<file path="src/rtl/sine_wave_gen.sv">
// Free-running sine source: phase accumulator addressing a quarter-wave ROM with quadrant folding.
// One clock from held phase to registered data_out; en=0 freezes phase and output (no backpressure).
module sine_wave_gen #(
   parameter int ACC_W      = 8,
   parameter int PHASE_STEP = 1
) (
   input  logic              Clk,
   input  logic              reset,
   input  logic              en,
   output logic signed [7:0] data_out
);

   logic [ACC_W-1:0]  acc;
   logic [7:0]        p;
   logic [1:0]        q;
   logic [5:0]        o;
   logic [6:0]        idx;
   logic [6:0]        mag;
   logic signed [7:0] sample;

   // Q[k] = round(127*sin(pi*k/128)), k = 0..64
   function automatic logic [6:0] qrom(input logic [6:0] k);
      logic [6:0] v;
      case (k)
         7'd0:  v = 7'd0;    7'd1:  v = 7'd3;    7'd2:  v = 7'd6;    7'd3:  v = 7'd9;
         7'd4:  v = 7'd12;   7'd5:  v = 7'd16;   7'd6:  v = 7'd19;   7'd7:  v = 7'd22;
         7'd8:  v = 7'd25;   7'd9:  v = 7'd28;   7'd10: v = 7'd31;   7'd11: v = 7'd34;
         7'd12: v = 7'd37;   7'd13: v = 7'd40;   7'd14: v = 7'd43;   7'd15: v = 7'd46;
         7'd16: v = 7'd49;   7'd17: v = 7'd51;   7'd18: v = 7'd54;   7'd19: v = 7'd57;
         7'd20: v = 7'd60;   7'd21: v = 7'd63;   7'd22: v = 7'd65;   7'd23: v = 7'd68;
         7'd24: v = 7'd71;   7'd25: v = 7'd73;   7'd26: v = 7'd76;   7'd27: v = 7'd78;
         7'd28: v = 7'd81;   7'd29: v = 7'd83;   7'd30: v = 7'd85;   7'd31: v = 7'd88;
         7'd32: v = 7'd90;   7'd33: v = 7'd92;   7'd34: v = 7'd94;   7'd35: v = 7'd96;
         7'd36: v = 7'd98;   7'd37: v = 7'd100;  7'd38: v = 7'd102;  7'd39: v = 7'd104;
         7'd40: v = 7'd106;  7'd41: v = 7'd107;  7'd42: v = 7'd109;  7'd43: v = 7'd111;
         7'd44: v = 7'd112;  7'd45: v = 7'd113;  7'd46: v = 7'd115;  7'd47: v = 7'd116;
         7'd48: v = 7'd117;  7'd49: v = 7'd118;  7'd50: v = 7'd120;  7'd51: v = 7'd121;
         7'd52: v = 7'd122;  7'd53: v = 7'd122;  7'd54: v = 7'd123;  7'd55: v = 7'd124;
         7'd56: v = 7'd125;  7'd57: v = 7'd125;  7'd58: v = 7'd126;  7'd59: v = 7'd126;
         7'd60: v = 7'd126;  7'd61: v = 7'd127;  7'd62: v = 7'd127;  7'd63: v = 7'd127;
         7'd64: v = 7'd127;
         default: v = 7'd0;
      endcase
      return v;
   endfunction

   always_comb begin
      p   = acc[ACC_W-1 -: 8];
      q   = p[7:6];
      o   = p[5:0];
      // odd quadrants read the quarter-wave backwards
      idx = q[0] ? (7'd64 - {1'b0, o}) : {1'b0, o};
      mag = qrom(idx);
      sample = q[1] ? -$signed({1'b0, mag}) : $signed({1'b0, mag});
   end

   always_ff @(posedge Clk or negedge reset) begin
      if (!reset) begin
         acc      <= '0;
         data_out <= '0;
      end else if (en) begin
         acc      <= acc + ACC_W'(PHASE_STEP);
         data_out <= sample;
      end
   end

endmodule

</file>
<file path="config.mk">
export PLATFORM = sky130hd
export DESIGN_NAME = sine_wave_gen
export DESIGN_NICKNAME = d
export VERILOG_FILES = /design/src/rtl/sine_wave_gen.sv
export SDC_FILE = /design/constraint.sdc
export NUM_CORES = 1
export LEC_CHECK = 0
export CORE_MARGIN = 1
export CORE_UTILIZATION = 35
export CTS_CLUSTER_DIAMETER = 200
export CTS_CLUSTER_SIZE = 24
export DETAILED_ROUTE_END_ITERATION = 10
export SETUP_SLACK_MARGIN = 0.05
export SLEW_MARGIN = 20
export SYNTH_ARGS = -nofsm -noshare
export SYNTH_HDL_FRONTEND = slang
export SYNTH_SLANG_ARGS = --single-unit
export TNS_END_PERCENT = 1
</file>
<file path="constraint.sdc">
create_clock -name Clk -period 9.9 [get_ports Clk]
set_clock_uncertainty 0.05 [all_clocks]
set_input_delay 2.475 -clock Clk [delete_from_list [all_inputs] [get_ports Clk]]
set_output_delay 2.475 -clock Clk [all_outputs]
set_load 0.1 [all_outputs]
</file>
======== Word level (Yosys, flattened, before mapping) ========
Memory sizes are Yosys's and may differ from the RTL's.
Cells that the tools add are included.
cells by class
  multiplexer cells ....................... 2
  add/subtract/negate cells ............... 3
operator list
  cell                                                                count
  8-bit by 1-bit adder with 8-bit output (second input constant)      1
  8-bit two-way mux                                                   1
  7-bit negator with 8-bit output                                     1
  7-bit two-way mux                                                   1
  7-bit by 6-bit subtractor with 7-bit output (first input constant)  1
storage, ports and cells
  word-level logic and storage cells ...... 8
  output and inout port bits .............. 8
  ROM bits ................................ 896
  register bits after elaboration ......... 16
  memories kept ........................... 1
memories
  name              depth  width  rd ports  clocked after memory_dff  write ports  RTL line  RTL
  (name not given)  128    7      1         0                         0            24        case (k)

======== Longest topological paths before layout ========
An unclocked memory read counts as a cell.
  depth after elaboration ................. 5
  gate-level depth with buffers ........... 19
  mapped depth without buffers ............ 17

======== Least setup slack after synthesis ========
No wires, ideal clock.
  path type ............................... register -> register
  start ................................... register acc[0]
  end ..................................... register data_out[4]
  arrival ................................. 3936 ps
  data required time ...................... 9725 ps
  stages on the path, launching flop included .. 20
  library setup time ...................... 125 ps
  setup slack ............................. 5788 ps
  cells stage by stage .................... dfrtp_1 -> buf_2 -> inv_1 -> ha_1 -> a21oi_1 -> inv_1 -> ha_1 -> clkbuf_1 -> nor4b_1 -> nor3_1 -> o21ai_0 -> a21oi_1 -> a211o_1 -> and3_1 -> a21oi_1 -> ha_1 -> nand2_1 -> o31ai_1 -> xnor2_1 -> mux2_2
between the ends
  longest elaborated chain between the ends .. 5
RTL lines
  item                                         RTL line  RTL
  start: declaration                           13        logic [ACC_W-1:0] acc;
  start signal: assignment                     62        acc <= acc + ACC_W'(PHASE_STEP);
  7-bit by 6-bit subtractor with 7-bit output  52        idx = q[0] ? (7'd64 - {1'b0, o}) : {1'b0, o};
  7-bit two-way mux (*)                        52
  memory read 128 x 7 bit (*)                  --
  7-bit negator with 8-bit output              54        sample = q[1] ? -$signed({1'b0, mag}) : $signed({1'b0, mag});
  8-bit two-way mux (*)                        54
  end signal: assignment                       63        data_out <= sample;
  end: declaration                             10        output logic signed [7:0] data_out
Mark *: on every way between the ends. The rest lies on a longest branch, timed or not.
A chain may end at the register's enable or synchronous reset.

======== Final worst setup path ========
Same ends and word-level chain as after synthesis.

==> qor.txt <==
cells resized by post-CTS repair: 0
drt wl/cell: 16.3 µm
global-route wire length before repair: 8150 µm
CP endpoint kind: register
overall fraction of global-route tracks in use: 16.6%
Post-Synthesis Net Count: 249
maximum fanout count along the critical path: 16
Initial Util: 36.2%
vias in the first global route: 1596
global placement routability congestion: 0.823
slew margin rel.: 35.3%
top library cells by usage in the layout, fill and taps aside: sky130_fd_sc_hd__nand2_1, sky130_fd_sc_hd__dfrtp_1, sky130_fd_sc_hd__o21ai_0
drt total wl: 4930 µm
worst r2r dst: data_out[4]
post-synthesis cell count: 238
total number of vias: 1769
first-pass iteration count of the detailed router: 4
setup slack at placement: 5.22 ns
most used flip-flop cell after synthesis: sky130_fd_sc_hd__dfrtp_1
TritonCTS buffer count: 3
via density per instance: 5.84
fraction of synthesized cell area taken by the top area cell type: 20.2%
Clk Tree Root Cell: sky130_fd_sc_hd__clkbuf_8
slew at the pin with the worst max-slew slack: 0.967 ns
unrepaired setup endpoints after global routing: false
clock tree sinks: 16
cell taking the most area after synthesis: sky130_fd_sc_hd__dfrtp_1
fin. max-slew vios: 0
Detail Route Antenna Nets: 0
filler-free cell count of the finished design: 303
number of remaining DRC errors: 0
clock latency on the worst-skew pair: 0.25 ns
reg2reg path depth: 17
synthesis-to-layout area growth: 8.15%
Crit Path Category: register to register
final worst-path setup slack: 5.20 ns
launching element type of the critical path: register
detailed-placement wirelength estimate: 3310 µm
WHS Endpoint: data_out[3]
final antenna diode count: 0
cell family contributing the most delay on the critical path: compound AO/OA/AOI/OAI gates
cts-stage hold buffer count: 0
critical path's largest stage delay: 0.70 ns
number of rows created at floorplan: 27
count of pins on the block boundary: 11
clock slew at reported path FFs: 0.06 ns
netlist area before placement: 0.00198 mm²
global-route congestion overflow total: 0
largest net degree at the start of global routing: 32
reg2reg setup slack: 5.20 ns
achievable clock frequency: 213 MHz
type of the worst min-delay path: register to register
crit-path cells: inv_1 > ha_1 > a21oi_1 > inv_1 > ha_1 > mux2_2 > o22a_1 > o22ai_1 > nor3_1 > a311o_1 > and4_1 > inv_1 > ha_1 > nand2_1 > o31ai_1 > xnor2_1 > mux2_2
slowest cell on the critical path: sky130_fd_sc_hd__dfrtp_1
buffers plus inverters on the worst setup path: 3
die outline area: 0.00596 mm²
number of synthesized flops with an enable pin: 0
max_cap viols: 0
final-stage net count: 243
period utilization: 47.4%
number of library cell types mapped by synthesis: 61
data arrival time of the critical path: 4.78 ns
layout cells sized above 1: 13.0%
CTS tree: yes
die height: 77.2 µm
overall die width: 77.2 µm
Std-Cell Core Area: 0.00547 mm²
accumulated negative setup slack: 0 ns
buffers from clock root to sink, at most: 2
critical register-to-register path startpoint: acc[0]
commonest non-fill, non-tap cell in the layout: sky130_fd_sc_hd__nand2_1
number of hold violations in the final report: 0
flip-flop and latch count after synthesis: 16
Mean Syn Cell Area: 8.32 µm²
run status: finished clean
cells taking the most area after synthesis: sky130_fd_sc_hd__dfrtp_1, sky130_fd_sc_hd__xnor2_1, sky130_fd_sc_hd__ha_1
Seq/Total Area, Yosys: 20.2%
required time of the worst setup path: 9.98 ns
final setup violation count: 0
# port buffers: 10
fin crit period: 4.70 ns
violation count after the first detailed-routing iteration: 249
antenna violations before repair: 0
Placed Instances: 299
depth of the worst hold-timing path: 1
number of H-tree levels: 1
# Post-CTS Setup Buffers: 0
Async SR Flop Fraction: 100%
utilization after layout: 39.1%
synth warn: 0
launch point of the worst hold path: data_out[3]
[cell type report]
cell class | count | area (µm²)
Timing Repair Buffer | 14 | 130
Tap cell | 72 | 90.1
Inverter | 7 | 26.3
Sequential cell | 16 | 400
Multi-Input combinational cell | 190 | 1440
Clock buffer | 4 | 55.1
Fill cell | 570 | 3330
[synth_stat cells, types with 4 or more instances]
master / instances
sky130_fd_sc_hd__nand2_1: 20
sky130_fd_sc_hd__dfrtp_1: 16
sky130_fd_sc_hd__clkbuf_1: 13
sky130_fd_sc_hd__o21ai_0: 13
sky130_fd_sc_hd__nand2b_1: 12
sky130_fd_sc_hd__xnor2_1: 12
sky130_fd_sc_hd__a21oi_1: 9
sky130_fd_sc_hd__ha_1: 8
sky130_fd_sc_hd__mux2_2: 8
sky130_fd_sc_hd__buf_2: 7
sky130_fd_sc_hd__inv_1: 7
sky130_fd_sc_hd__nor2_1: 7
sky130_fd_sc_hd__nor3_1: 7
sky130_fd_sc_hd__a211oi_1: 6
sky130_fd_sc_hd__xor2_1: 6
sky130_fd_sc_hd__nand4_1: 5
sky130_fd_sc_hd__a31oi_1: 4
sky130_fd_sc_hd__mux2i_1: 4
sky130_fd_sc_hd__nand3_1: 4
sky130_fd_sc_hd__o211ai_1: 4
sky130_fd_sc_hd__o31ai_1: 4
[state kept, by name, indices dropped and copies added, names as in the netlist]
name,flops
data_out,8
acc,8
[cells by family (layout without fill, tap and decap cells)]
logic type	count (synthesis)	in the layout	share of synthesized area, %
AOI/OAI and AO/OA	70	70	27.9
xor gates and xnor gates	20	20	9.60
adders and majority gates	8	8	5.05
buffers and inverters	32	25	7.08
DFF	16	16	20.2
muxes	12	12	6.57
and+or+nand+nor	80	80	23.6
[how the worst max path moves through the flow]
stage               startpoint  cells past startpoint     endpoint
global placement        acc[0]                     17  data_out[4]
CTS                     acc[0]                     17  data_out[4]
detailed placement      acc[0]                     17  data_out[4]
floorplan               acc[0]                     19  data_out[4]
finish                  acc[0]                     17  data_out[4]
global route            acc[0]                     17  data_out[4]
[per-layer routing]
metal  wire length [µm]  vias up  GRT usage, %
li1                   -      874             -
met1               2340      824          24.9
met2               2260       61          25.6
met3                256       10         0.476
met4                 71        0          5.09
met5                  0        -             0
[worst reg2reg max path, stage by stage, from the launching register on]
cell	delay, ns
sky130_fd_sc_hd__dfrtp_1	0.70
sky130_fd_sc_hd__inv_1	0.17
sky130_fd_sc_hd__ha_1	0.40
sky130_fd_sc_hd__a21oi_1	0.48
sky130_fd_sc_hd__inv_1	0.13
sky130_fd_sc_hd__ha_1	0.39
sky130_fd_sc_hd__mux2_2	0.34
sky130_fd_sc_hd__o22a_1	0.19
sky130_fd_sc_hd__o22ai_1	0.15
sky130_fd_sc_hd__nor3_1	0.08
sky130_fd_sc_hd__a311o_1	0.33
sky130_fd_sc_hd__and4_1	0.22
sky130_fd_sc_hd__inv_1	0.07
sky130_fd_sc_hd__ha_1	0.16
sky130_fd_sc_hd__nand2_1	0.10
sky130_fd_sc_hd__o31ai_1	0.28
sky130_fd_sc_hd__xnor2_1	0.09
sky130_fd_sc_hd__mux2_2	0.26
[per-stage QoR]
| stage | hold WS [ns] | area, µm² |
|---|---|---|
| final | 0.460 | 2140 |
| after global routing | 0.487 | 2140 |
| after global placement | 0.442 | 2090 |
| after floorplan | 0.649 | 1980 |
| after detailed placement | 0.449 | 2090 |
| after CTS | 0.468 | 2140 |
Power is left out: the tool's default activity adds up to more than one toggle a clock period on the data nets, which glitch-free logic cannot reach.
